### src/rtl/alu_req_sched_pkg.sv
// Shared types and constants for the two-requester ALU scheduler.
package alu_pkg;

   localparam int unsigned DW_DEF  = 8;
   localparam int unsigned OPW_DEF = 7;

   localparam logic [2:0] IN_SEL_PERSIST = 3'b100;
   localparam logic [2:0] IN_SEL_LOAD    = 3'b010;
   localparam logic [2:0] IN_SEL_RESET   = 3'b001;

   typedef enum logic [1:0] {
      S_IDLE = 2'b00,
      S_LOAD = 2'b01,
      S_WAIT = 2'b10,
      S_RESP = 2'b11
   } state_t;

endpackage

### src/rtl/alu_req_sched_if.sv
// Client, response and ALU-side signals of the scheduler, bundled with modports.
interface alu_req_sched_if #(
   parameter int unsigned DW  = 8,
   parameter int unsigned OPW = 7
);
   logic           on;
   logic           req0_valid, req0_ready;
   logic [DW-1:0]  req0_a, req0_b;
   logic [OPW-1:0] req0_op;
   logic           req1_valid, req1_ready;
   logic [DW-1:0]  req1_a, req1_b;
   logic [OPW-1:0] req1_op;
   logic           rsp_valid, rsp_ready, rsp_id, rsp_err;
   logic [DW-1:0]  rsp_data;
   logic [2:0]     alu_in_sel;
   logic [DW-1:0]  alu_num1, alu_num2, alu_out;
   logic [OPW-1:0] alu_out_sel;
   logic [1:0]     curr_state;

   modport slave (
      input  on, req0_valid, req0_a, req0_b, req0_op,
             req1_valid, req1_a, req1_b, req1_op, rsp_ready, alu_out,
      output req0_ready, req1_ready, rsp_valid, rsp_id, rsp_data, rsp_err,
             alu_in_sel, alu_num1, alu_num2, alu_out_sel, curr_state
   );

   modport master (
      output on, req0_valid, req0_a, req0_b, req0_op,
             req1_valid, req1_a, req1_b, req1_op, rsp_ready, alu_out,
      input  req0_ready, req1_ready, rsp_valid, rsp_id, rsp_data, rsp_err,
             alu_in_sel, alu_num1, alu_num2, alu_out_sel, curr_state
   );

endinterface

### src/rtl/alu_req_sched_rr_arb2.sv
// Two-way round-robin arbiter; pointer favours requester 0 after reset.
module rr_arb2 (
   input  logic       clk,
   input  logic       rst,
   input  logic [1:0] i_req,
   input  logic       i_advance,
   output logic [1:0] o_grant
);

   logic r_ptr;

   always_comb begin
      o_grant = '0;
      case (i_req)
         2'b01:   o_grant = 2'b01;
         2'b10:   o_grant = 2'b10;
         2'b11:   o_grant = r_ptr ? 2'b10 : 2'b01;
         default: o_grant = '0;
      endcase
   end

   // Pointer moves to whichever requester was not just served.
   always_ff @(posedge clk) begin
      if (rst)
         r_ptr <= 1'b0;
      else if (i_advance)
         r_ptr <= o_grant[0];
   end

endmodule

### src/rtl/alu_req_sched.sv
// Shares one ALU between two requesters: grants round-robin, sequences
// load/persist, and returns the result tagged with the requester id.
module alu_req_sched
   import alu_pkg::*;
#(
   parameter int unsigned DW      = DW_DEF,
   parameter int unsigned OPW     = OPW_DEF,
   parameter int unsigned ALU_LAT = 2
) (
   input logic            clk,
   input logic            rst,
   alu_req_sched_if.slave bus
);

   localparam int unsigned CW = $clog2(ALU_LAT + 1);

   state_t         r_state, w_state_nxt;
   logic [DW-1:0]  r_a, r_b, r_rsp_data;
   logic [OPW-1:0] r_op;
   logic           r_id, r_rsp_err;
   logic [CW-1:0]  r_cnt;

   logic [1:0]     w_grant;
   logic           w_idle_on, w_xfer, w_sel_id, w_op_ok;
   logic [OPW-1:0] w_op;

   rr_arb2 u_arb (
      .clk       (clk),
      .rst       (rst),
      .i_req     ({bus.req1_valid, bus.req0_valid}),
      .i_advance (w_xfer),
      .o_grant   (w_grant)
   );

   assign w_idle_on      = (r_state == S_IDLE) && bus.on;
   assign bus.req0_ready = w_idle_on && w_grant[0];
   assign bus.req1_ready = w_idle_on && w_grant[1];
   assign w_xfer         = bus.req0_ready || bus.req1_ready;
   assign w_sel_id       = w_grant[1];
   assign w_op           = w_sel_id ? bus.req1_op : bus.req0_op;
   assign w_op_ok        = (w_op != '0) && ((w_op & (w_op - OPW'(1))) == '0);

   always_comb begin
      w_state_nxt = r_state;
      case (r_state)
         S_IDLE: if (w_xfer) w_state_nxt = w_op_ok ? S_LOAD : S_RESP;
         S_LOAD: w_state_nxt = S_WAIT;
         S_WAIT: if (r_cnt == '0) w_state_nxt = S_RESP;
         S_RESP: if (bus.rsp_ready) w_state_nxt = S_IDLE;
         default: w_state_nxt = S_IDLE;
      endcase
   end

   always_ff @(posedge clk) begin
      if (rst) begin
         r_state    <= S_IDLE;
         r_a        <= '0;
         r_b        <= '0;
         r_op       <= '0;
         r_id       <= 1'b0;
         r_cnt      <= '0;
         r_rsp_data <= '0;
         r_rsp_err  <= 1'b0;
      end else begin
         r_state <= w_state_nxt;
         if (w_xfer) begin
            r_a  <= w_sel_id ? bus.req1_a : bus.req0_a;
            r_b  <= w_sel_id ? bus.req1_b : bus.req0_b;
            r_op <= w_op;
            r_id <= w_sel_id;
            // Illegal ops skip the ALU and answer immediately with an error.
            if (!w_op_ok) begin
               r_rsp_data <= '0;
               r_rsp_err  <= 1'b1;
            end
         end
         if (r_state == S_LOAD)
            r_cnt <= CW'(ALU_LAT - 1);
         if (r_state == S_WAIT) begin
            if (r_cnt == '0) begin
               r_rsp_data <= bus.alu_out;
               r_rsp_err  <= 1'b0;
            end else begin
               r_cnt <= r_cnt - CW'(1);
            end
         end
      end
   end

   always_comb begin
      bus.alu_in_sel  = '0;
      bus.alu_num1    = '0;
      bus.alu_num2    = '0;
      bus.alu_out_sel = '0;
      case (r_state)
         S_LOAD: begin
            bus.alu_in_sel  = IN_SEL_LOAD;
            bus.alu_num1    = r_a;
            bus.alu_num2    = r_b;
            bus.alu_out_sel = r_op;
         end
         S_WAIT: begin
            bus.alu_in_sel  = IN_SEL_PERSIST;
            bus.alu_num1    = r_a;
            bus.alu_num2    = r_b;
            bus.alu_out_sel = r_op;
         end
         default: ;
      endcase
   end

   assign bus.rsp_valid  = (r_state == S_RESP);
   assign bus.rsp_id     = r_id;
   assign bus.rsp_data   = r_rsp_data;
   assign bus.rsp_err    = r_rsp_err;
   assign bus.curr_state = r_state;

endmodule

### src/flat_wrapper.sv
// flat-port wrapper written by rule: the top's interface ports become plain ports
module alu_req_sched_flat import alu_pkg::*;
#(
   parameter int unsigned DW      = DW_DEF,
   parameter int unsigned OPW     = OPW_DEF,
   parameter int unsigned ALU_LAT = 2
)
  (clk, rst, bus_on, bus_req0_valid, bus_req0_a, bus_req0_b, bus_req0_op, bus_req1_valid, bus_req1_a, bus_req1_b, bus_req1_op, bus_rsp_ready, bus_alu_out, bus_req0_ready, bus_req1_ready, bus_rsp_valid, bus_rsp_id, bus_rsp_data, bus_rsp_err, bus_alu_in_sel, bus_alu_num1, bus_alu_num2, bus_alu_out_sel, bus_curr_state);
  alu_req_sched_if #(.DW(DW), .OPW(OPW)) bus_i ();
  input logic clk;
  input logic rst;
  input wire logic [$bits(bus_i.on)-1:0] bus_on;
  input wire logic [$bits(bus_i.req0_valid)-1:0] bus_req0_valid;
  input wire logic [$bits(bus_i.req0_a)-1:0] bus_req0_a;
  input wire logic [$bits(bus_i.req0_b)-1:0] bus_req0_b;
  input wire logic [$bits(bus_i.req0_op)-1:0] bus_req0_op;
  input wire logic [$bits(bus_i.req1_valid)-1:0] bus_req1_valid;
  input wire logic [$bits(bus_i.req1_a)-1:0] bus_req1_a;
  input wire logic [$bits(bus_i.req1_b)-1:0] bus_req1_b;
  input wire logic [$bits(bus_i.req1_op)-1:0] bus_req1_op;
  input wire logic [$bits(bus_i.rsp_ready)-1:0] bus_rsp_ready;
  input wire logic [$bits(bus_i.alu_out)-1:0] bus_alu_out;
  output wire logic [$bits(bus_i.req0_ready)-1:0] bus_req0_ready;
  output wire logic [$bits(bus_i.req1_ready)-1:0] bus_req1_ready;
  output wire logic [$bits(bus_i.rsp_valid)-1:0] bus_rsp_valid;
  output wire logic [$bits(bus_i.rsp_id)-1:0] bus_rsp_id;
  output wire logic [$bits(bus_i.rsp_data)-1:0] bus_rsp_data;
  output wire logic [$bits(bus_i.rsp_err)-1:0] bus_rsp_err;
  output wire logic [$bits(bus_i.alu_in_sel)-1:0] bus_alu_in_sel;
  output wire logic [$bits(bus_i.alu_num1)-1:0] bus_alu_num1;
  output wire logic [$bits(bus_i.alu_num2)-1:0] bus_alu_num2;
  output wire logic [$bits(bus_i.alu_out_sel)-1:0] bus_alu_out_sel;
  output wire logic [$bits(bus_i.curr_state)-1:0] bus_curr_state;
  assign bus_i.on = bus_on;
  assign bus_i.req0_valid = bus_req0_valid;
  assign bus_i.req0_a = bus_req0_a;
  assign bus_i.req0_b = bus_req0_b;
  assign bus_i.req0_op = bus_req0_op;
  assign bus_i.req1_valid = bus_req1_valid;
  assign bus_i.req1_a = bus_req1_a;
  assign bus_i.req1_b = bus_req1_b;
  assign bus_i.req1_op = bus_req1_op;
  assign bus_i.rsp_ready = bus_rsp_ready;
  assign bus_i.alu_out = bus_alu_out;
  assign bus_req0_ready = bus_i.req0_ready;
  assign bus_req1_ready = bus_i.req1_ready;
  assign bus_rsp_valid = bus_i.rsp_valid;
  assign bus_rsp_id = bus_i.rsp_id;
  assign bus_rsp_data = bus_i.rsp_data;
  assign bus_rsp_err = bus_i.rsp_err;
  assign bus_alu_in_sel = bus_i.alu_in_sel;
  assign bus_alu_num1 = bus_i.alu_num1;
  assign bus_alu_num2 = bus_i.alu_num2;
  assign bus_alu_out_sel = bus_i.alu_out_sel;
  assign bus_curr_state = bus_i.curr_state;
  alu_req_sched #(.DW(DW), .OPW(OPW), .ALU_LAT(ALU_LAT)) u_core (.clk(clk), .rst(rst), .bus(bus_i));
endmodule
### config.mk
export PLATFORM = sky130hd
export DESIGN_NAME = alu_req_sched_flat
export DESIGN_NICKNAME = d
export VERILOG_FILES = /design/src/rtl/alu_req_sched_pkg.sv /design/src/rtl/alu_req_sched_if.sv /design/src/rtl/alu_req_sched_rr_arb2.sv /design/src/rtl/alu_req_sched.sv /design/src/flat_wrapper.sv
export SDC_FILE = /design/constraint.sdc
export NUM_CORES = 1
export LEC_CHECK = 0
export CAP_MARGIN = 30
export CORE_UTILIZATION = 39
export CTS_CLUSTER_SIZE = 24
export DETAILED_ROUTE_END_ITERATION = 10
export PLACE_DENSITY = 0.87
export SETUP_SLACK_MARGIN = 0.3
export SYNTH_ARGS = -nofsm -noshare
export SYNTH_HDL_FRONTEND = slang
export SYNTH_SLANG_ARGS = --single-unit
### constraint.sdc
create_clock -name clk -period 2.8 [get_ports clk]
set_clock_uncertainty 0.2 [all_clocks]
set_input_delay 0.28 -clock clk [delete_from_list [all_inputs] [get_ports clk]]
set_output_delay 0.28 -clock clk [all_outputs]
set_load 0.02 [all_outputs]
==> flow_summary.ini, run 1 <==
[sta]
period_share_pct = 84.7
worstMarginPinSlew_ns = 0.915
tns_ns = 0
final_hold_viol_count = 0
max-slew-margin-rel_pct = 38.8
hold_ws_ns = 0.295
post-route-min-period_ns = 2.37
max_freq_ghz = 0.422
finalSetupViolations = 0
drv_slew = 0
rsz0062_at_grt = no

[synth]
synth_cell_types = 44
synthesis.nets = 330
synthesis.instances = 265
yosysSeqAreaShare_pct = 34.5
ys_ff_latch = 38
synthArstFlopShare_pct = 0
yosys_warnings = 0
ys.flop_type = dfxtp_1
synth.avg_cell_area_um2 = 8.32
synth_area_mm2 = 0.00220
synth_enable_flop_cells = 0

[critical_path]
path_common_cell = inv_1
path_cells = inv_1 -> ha_1 -> nand4_1 -> inv_1 -> clkdlybuf4s50_1
critPathBufInv = 3
worst_setup_path_end_kind = primary output
critPathRequiredTime_ns = 2.32
path_max_fanout = 5
arrival_ns = 1.89
slowest_delay_ns = 0.60
critPathLaunchType = flop
critPathKind = reg2out
crit_path_top_delay_cell = clkdlybuf4s50_1
crit_family = buffers and inverters

[routing]
first_pass_iters = 4
highest_layer = met4
ant_nets = 0
wl_um = 5930
vias = 2299
routed-wl-met2_um = 2910
drtIter0Drc = 104
vias_per_cell = 5.27
drc = 0
wl_met3_um = 377
wl_per_cell_um = 13.6
wl_met1_um = 2470

[power]
p_leak_nw = 1.42
cellPowerDensity_mw_per_mm2 = 673
p_sw_share_pct = 40.2
vdd_drop_max_mv = 0.385
combPwrFrac_pct = 49.9
power.share.sequential_pct = 32.5
internal-power_mw = 1.35
switchingPower_mw = 0.907
clkPwrFrac_pct = 17.7

[min_path]
worst_hold_path_type = reg2reg

[floorplan]
die_w_um = 77.2
dieArea_mm2 = 0.00596
die_h_um = 77.2
fp.coreArea_mm2 = 0.00547
pin_count = 101
start_util_pct = 40.3
row_count = 27

[layout]
regArea_um2 = 761
multi_input_area_mm2 = 0.00135
drive_gt1_share_pct = 7.69
area_growth_pct = 52.1
layout_common_cells = 75 x clkdlybuf4s50_1, 39 x nor2_1, 38 x dfxtp_1
layout.nets = 428
fin_cells = 436
diodes = 0
final_common_cell = clkdlybuf4s50_1
final.fill_count = 516

[global_routing]
track_usage_pct = 20.6
grt_pass1_vias = 2162
grt_start_max_net_pins = 30
grt_overflow = 0
antenna_found_initial = 0
grt_pass1_wl_um = 9780

[clocking]
holdBufCountCts = 0
numCtsBuffers = 5
clk_latency_ns = 0.29
clk_pin_slew_ns = 0.08
h-tree-depth = 2
clk_path_buf_depth = 2
cts_tree = yes
cts_root_buffer = clkbuf_8
clkSinkCount = 38

[placement]
dpl.cell_count = 428
gp_congestion = 0.892
io_buffers = 99
hpwl_um = 4590

[run_status]
status = complete, no violations

[run]
cap_violations = 0
[power by group through the flow]
| stage | registers [mW] | logic, mW | clock network, mW |
|---|---|---|---|
| 5_1_grt | 0.749 | 1.23 | 0.436 |
| 3_3_place_gp | 0.738 | 1.15 | 0 |
| 6_report | 0.732 | 1.13 | 0.399 |
| 4_1_cts | 0.732 | 1.13 | 0.409 |
| 3_5_place_dp | 0.744 | 1.17 | 0 |
| 2_1_floorplan | 0.773 | 0.662 | 0 |
[repair_timing]
item	4_1_cts	5_1_grt
endpoints found under the setup margin	24	3
resized for setup	24	2
cloned	0	0
setup buffers	0	0
[cell usage after synthesis (2+ instances only)]
master / count / area, um2
dfxtp_1: 38 / 761
o211ai_1: 2 / 15.0
o21ai_0: 5 / 25.0
a311oi_1: 3 / 26.3
a21oi_1: 16 / 80.1
ha_1: 5 / 62.6
nand3b_1: 3 / 22.5
nand2_1: 12 / 45.0
nor2b_1: 2 / 12.5
and2_1: 23 / 144
nor3_1: 3 / 15.0
buf_2: 6 / 30.0
a211o_1: 2 / 17.5
and3_1: 3 / 18.8
inv_1: 4 / 15.0
clkbuf_1: 10 / 37.5
xor2_1: 3 / 26.3
buf_4: 2 / 15.0
a211oi_1: 31 / 233
mux2i_1: 19 / 190
nand3_1: 4 / 20.0
a22oi_1: 8 / 60.1
nor2_1: 40 / 150
[registers in the layout, summed over array words and instances (netlist names)]
name	count
u_core.bus.rsp_id	1
u_core.u_arb.r_ptr	1
u_core.bus.rsp_err	1
u_core.bus.curr_state	2
u_core.r_b	8
u_core.bus.rsp_data	8
u_core.r_a	8
u_core.r_op	7
u_core.r_cnt	2
[worst paths after layout]
check | cells past startpoint | startpoint | slack [ns] | end
hold / removal | 2 | u_core.r_b[1] | 0.29 | u_core.r_b[1]
hold reg to reg | 2 | u_core.r_b[1] | 0.29 | u_core.r_b[1]
setup / recovery | 5 | u_core.bus.curr_state[0] | 0.43 | bus_req0_ready
setup reg to reg | 7 | u_core.u_arb.r_ptr | 0.55 | u_core.bus.rsp_err
[stage by stage]
| stage | setup slack [ns] | cell area (um2) | utilization, % | total power [mW] |
|---|---|---|---|---|
| final | 0.430 | 3350 | 61.3 | 2.26 |
| after global routing | 0.311 | 3350 | 61.3 | 2.42 |
| after CTS | 0.416 | 3350 | 61.2 | 2.27 |
| after detailed placement | 0.104 | 3280 | 60.0 | 1.92 |
| after global placement | 0.192 | 3280 | 60.0 | 1.88 |
| after floorplan | 0.691 | 2200 | - | 1.44 |
[per-layer routing]
metal | vias up | GRT usage, %
li1 | 1152 | -
met1 | 1047 | 23.2
met2 | 82 | 35.9
met3 | 18 | 6.07
met4 | 0 | 8.49
met5 | - | 0
[cells by family after synthesis]
group / share of synthesized area (%)
AO/OA/AOI/OAI: 24.5
other: 0.170
AND/OR/NAND/NOR: 22.2
buffers and inverters: 4.94
flip-flops: 34.5
adder cells (fa/ha/maj): 3.29
multiplexers: 9.14
XOR/XNOR: 1.19
[worst register-to-register path, cell delays in order (launching register included)]
cell       delay, ns
dfxtp_1         0.33
nand2b_2        0.23
buf_4           0.17
and3_1          0.20
a2111oi_2       0.28
o211ai_1        0.15
a31o_1          0.35
a22o_1          0.24
[layout make-up]
class,count,area share [%]
clock inverter,2,0.373
clock buffer,6,2.46
multi-input combinational,204,40.2
inverter,4,0.448
timing repair buffer,110,31.1
sequential,38,22.7
tap,72,2.69
No activity file was read; power rests on OpenSTA's default activity.
==> inputs of run 2 (changes only) <==
clock period = 2.31 ns   (was 2.8 ns; I/O delays follow)
==> flow_summary.ini, run 2 (synthesis results as in run 1) <==
[layout]
final_common_cell = clkdlybuf4s50_1
layout_common_cells = 68 x clkdlybuf4s50_1, 36 x nor2_1, 35 x dfxtp_1
drive_gt1_share_pct = 26.6
final.fill_count = 463
layout.nets = 447
area_growth_pct = 64.3
diodes = 0
final_cell_area_mm2 = 0.00362

[floorplan]
dieArea_mm2 = 0.00596
die_h_um = 77.2
pin_count = 101
die_w_um = 77.2
row_count = 27
start_util_pct = 40.3
fp.coreArea_mm2 = 0.00547

[run_status]
status = complete, no violations

[power]
vdd_drop_max_mv = 0.500
power.share.sequential_pct = 30.9
combPwrFrac_pct = 53.7
cellPowerDensity_mw_per_mm2 = 804
p_sw_share_pct = 40.7
internal-power_mw = 1.73
p_leak_nw = 1.50
clkPwrFrac_pct = 15.4
switchingPower_mw = 1.19
p_total_mw = 2.91

[sta]
worstMarginPinSlew_ns = 0.736
drv_slew = 0
post-route-min-period_ns = 2.07
rsz0062_at_grt = yes
finalSetupViolations = 0
max-slew-margin-rel_pct = 50.9
period_share_pct = 89.7
fin_ws_ns = 0.238
max_freq_ghz = 0.483
final_hold_viol_count = 0

[critical_path]
path_max_fanout = 8
worst_setup_path_end_kind = flop
critPathRequiredTime_ns = 2.33
critPathLaunchType = flop
arrival_ns = 2.10
critPathKind = reg2reg

[clocking]
clkSinkCount = 38
clk_pin_slew_ns = 0.08
cts_root_buffer = clkbuf_8
clk_path_buf_depth = 2
clk_latency_ns = 0.29
numCtsBuffers = 5
h-tree-depth = 2
cts_tree = yes

[min_path]
worst_hold_path_type = in2reg

[global_routing]
track_usage_pct = 21.9
grt_pass1_wl_um = 10500
antenna_found_initial = 0
grt_start_max_net_pins = 47
grt_overflow = 0
grt_pass1_vias = 2294

[routing]
drtIter0Drc = 192
first_pass_iters = 4
vias = 2436
vias_per_cell = 5.35
drc = 0
wl_per_cell_um = 14.4
wl_um = 6570
ant_nets = 0

[placement]
place_area_mm2 = 0.00347
io_buffers = 99
hpwl_um = 4670
gp_congestion = 0.790
pre_cts_ws_ns = -0.264

[run]
cap_violations = 0
run 2: final timing paths:
| check | cells past startpoint | from | end | slack [ns] |
|---|---|---|---|---|
| min reg2reg | 2 | u_core.r_b[4] | u_core.r_b[4] | 0.30 |
| min | 3 | bus_req0_op[2] | u_core.r_op[2] | 0.21 |
| max reg2reg | 7 | u_core.u_arb.r_ptr | u_core.bus.rsp_data[0] | 0.24 |
| max | 7 | u_core.u_arb.r_ptr | u_core.bus.rsp_data[0] | 0.24 |
run 2: power groups by stage:
| stage | clock network [mW] | logic, mW | registers, mW |
|---|---|---|---|
| finish | 0.449 | 1.56 | 0.900 |
| global route | 0.491 | 1.69 | 0.918 |
| CTS | 0.462 | 1.51 | 0.897 |
| detailed placement | 0 | 1.55 | 0.906 |
| global placement | 0 | 1.52 | 0.898 |
| floorplan | 0 | 0.833 | 0.942 |
run 2: worst max-delay path, stage by stage, from the launching register on:
cell       delay, ns
dfxtp_2         0.33
nand2b_4        0.18
and3_4          0.20
a2111oi_4       0.36
o211ai_1        0.16
a31o_1          0.30
buf_12          0.16
a21oi_2         0.12
run 2: area by class of cell:
cell class                 instances  area (um2)  share of cell area [%]
multi-input combinational        205        1530                    42.3
sequential                        38         767                    21.2
clock inverter                     2        13.8                   0.380
inverter                           4        15.0                   0.415
tap                               72        90.1                    2.49
clock buffer                       6        72.6                    2.00
timing repair buffer             128        1130                    31.3
run 2: metal layers:
layer / routed length [um] / global-route usage, % / vias up
met1: 2680 / 26.0 / 1133
met4: 55 / 5.47 / 0
li1: - / - / 1194
met3: 459 / 5.60 / 8
met2: 3370 / 38.9 / 101
met5: 0 / 0 / -
run 2: repair_timing:
action / 4_1_cts / 5_1_grt
gates resized for setup: 117 / 25
endpoints found under the setup margin: 37 / 13
setup buffers: 0 / 1
gates cloned: 1 / 0
pin swaps: 5 / 13
hold buffers: 0 / 0
run 2: stage by stage:
stage	setup TNS, ns	hold slack, ns	utilization (%)	cells
after floorplan	0	0.193	-	265
after global placement	-1.82	0.275	63.4	445
after detailed placement	-2.52	0.288	63.4	445
after CTS	0	0.205	64.2	454
after global routing	0	0.251	66.2	455
final	0	0.207	66.2	455
==> inputs of run 3 (changes only) <==
ABC_AREA = 1   (was not set)
==> flow_summary.ini, run 3 <==
[run_status]
status = complete, no violations

[placement]
gp_congestion = 0.790
hpwl_um = 4500
io_buffers = 99
dpl.cell_count = 499

[synth]
yosys-top-cells-area = dfxtp_1 34%, nand2_1 17%, inv_1 8.5%
synthesis.instances = 335
synthesis.nets = 400
synth_top_area_share_pct = 33.6
synth_xor_area_share_pct = 0
ys_ff_latch = 38
yosys.area_share.simple_pct = 30.6
synth_cell_types = 31
synth_fa_ha_area_share_pct = 2.76
synth_enable_flop_cells = 0
yosys.area.top_type = dfxtp_1
synthArstFlopShare_pct = 0
yosys_warnings = 0
yosys-mux-area-fraction_pct = 0
synth_most_common_cell = nand2_1
synth_top_family_by_area = simple AND/OR/NAND/NOR gates
ys.flop_type = dfxtp_1
synth_compound_gate_area_share_pct = 18.9
synth_area_mm2 = 0.00226
synth.avg_cell_area_um2 = 6.76
synthTopCellsByCount = 102 x nand2_1, 51 x inv_1, 38 x dfxtp_1
yosysSeqAreaShare_pct = 33.6

[critical_path]
worst_setup_path_end_kind = flop
arrival_ns = 1.94
crit_family = simple AND/OR/NAND/NOR gates
path_common_cell = nand2_4
critPathKind = reg2reg
path_cells = inv_4 -> nand2_4 -> buf_6 -> nand3_2 -> nand2_4 -> nand3_1 -> o21bai_2 -> nand2_2 -> o21bai_4 -> nand2_1 -> a21oi_2
path_max_fanout = 5
critPathBufInv = 2
crit_path_top_delay_cell = dfxtp_4
critPathLaunchType = flop
slowest_delay_ns = 0.37
critPathRequiredTime_ns = 2.34

[clocking]
cts_tree = yes
h-tree-depth = 2
cts_root_buffer = clkbuf_8
clk_latency_ns = 0.28
clk_pin_slew_ns = 0.08
clk_path_buf_depth = 2
numCtsBuffers = 5
holdBufCountCts = 0
clkSinkCount = 38

[floorplan]
row_count = 27
pin_count = 101
die_h_um = 78.2
dieArea_mm2 = 0.00611
die_w_um = 78.2
fp.coreArea_mm2 = 0.00554
start_util_pct = 40.9

[layout]
layout.nets = 503
multi_input_area_mm2 = 0.00124
fin_cells = 511
drive_gt1_share_pct = 19.6
layout_common_cells = 100 x nand2_1, 69 x clkdlybuf4s50_1, 49 x inv_1
regArea_um2 = 769
diodes = 0
final_common_cell = nand2_1
final_core_util_pct = 62.9
area_growth_pct = 54.0
final.fill_count = 505

[run]
cap_violations = 0

[sta]
drv_slew = 0
final_hold_viol_count = 0
max_freq_ghz = 0.524
post-route-min-period_ns = 1.91
rsz0062_at_grt = yes
finalSetupViolations = 0
period_share_pct = 82.7
hold_ws_ns = 0.262

[routing]
vias_per_cell = 4.77
drtIter0Drc = 93
vias = 2438
wl_per_cell_um = 12.3
ant_nets = 0
drc = 0
wl_um = 6290
first_pass_iters = 4

[power]
vdd_drop_max_mv = 0.536
p_total_mw = 3.22
cellPowerDensity_mw_per_mm2 = 923
p_leak_nw = 1.74

[global_routing]
grt_pass1_vias = 2288
grt_start_max_net_pins = 27
antenna_found_initial = 0
grt_pass1_wl_um = 10200
grt_overflow = 0
track_usage_pct = 21.0

[min_path]
worst_hold_path_type = reg2reg
==> run 3: changes by cell type in the layout (fill, tap and decap cells not counted), moves of 11 or more <==
| cell | previous run | this run |
|---|---|---|
| mux2i_1 | 18 | 0 |
| a21oi_1 | 7 | 18 |
| o21ai_0 | 3 | 25 |
| and2_1 | 23 | 0 |
| a31oi_1 | 1 | 16 |
| a211oi_1 | 29 | 1 |
| inv_1 | 2 | 49 |
| clkbuf_2 | 0 | 12 |
| nand2_1 | 10 | 100 |
| buf_2 | 23 | 3 |
| nor2_1 | 36 | 13 |
==> run 3: cell type report <==
type                       count  area share, %
clock buffer                   6           2.37
clock inverter                 2           1.72
inverter                      54           5.89
multi-input combinational    226           35.6
sequential                    38           22.1
tap                           72           2.58
timing repair buffer         113           29.7
==> run 3: worst paths after layout <==
check | slack [ns] | startpoint | cells after the start | end
setup / recovery | 0.40 | u_core.u_arb.r_ptr | 11 | u_core.bus.rsp_data[3]
hold / removal | 0.26 | u_core.bus.rsp_err | 2 | u_core.bus.rsp_err
hold reg to reg | 0.26 | u_core.bus.rsp_err | 2 | u_core.bus.rsp_err
setup reg to reg | 0.40 | u_core.u_arb.r_ptr | 11 | u_core.bus.rsp_data[3]
==> run 3: worst reg2reg max path, stage by stage (launching register included) <==
cell      delay, ns
dfxtp_4        0.37
inv_4          0.05
nand2_4        0.10
buf_6          0.14
nand3_2        0.10
nand2_4        0.10
nand3_1        0.09
o21bai_2       0.13
nand2_2        0.12
o21bai_4       0.24
nand2_1        0.10
a21oi_2        0.12
==> run 3: cells by family (layout without fill, tap and decap cells) <==
kind of cell,Yosys count,after routing
AOI/OAI and AO/OA,71,72
adders and majority gates,5,5
buffers and inverters,72,175
DFF,38,38
other,1,1
and+or+nand+nor,148,148
==> run 3: metrics by stage <==
stage          worst slack, ns  instance area [um2]  setup TNS (ns)
2_1_floorplan            0.329                 2270               0
3_3_place_gp            0.0624                 3330               0
3_5_place_dp           -0.0464                 3330          -0.139
4_1_cts                  0.194                 3500               0
5_1_grt                  0.241                 3490               0
6_report                 0.400                 3490               0
==> run 3: power breakdown <==
group / total [mW] / switching (mW) / internal, mW
sequential: 0.907 / 0.0876 / 0.819
clock: 0.700 / 0.239 / 0.461
combinational: 1.61 / 0.902 / 0.709
==> run 3: repair_timing <==
item	4_1_cts	5_1_grt
cloned	1	2
endpoints found under the hold margin	0	0
setup buffers	1	0
resized for setup	74	40
setup endpoints to repair	35	34
pin swaps	0	3
==> run 3: per-layer routing <==
metal / GRT usage, % / wire (um) / up-vias
li1: - / - / 1258
met1: 24.2 / 2740 / 1085
met2: 38.1 / 3050 / 87
met3: 5.47 / 425 / 8
met4: 5.93 / 76 / 0
met5: 0 / 0 / -
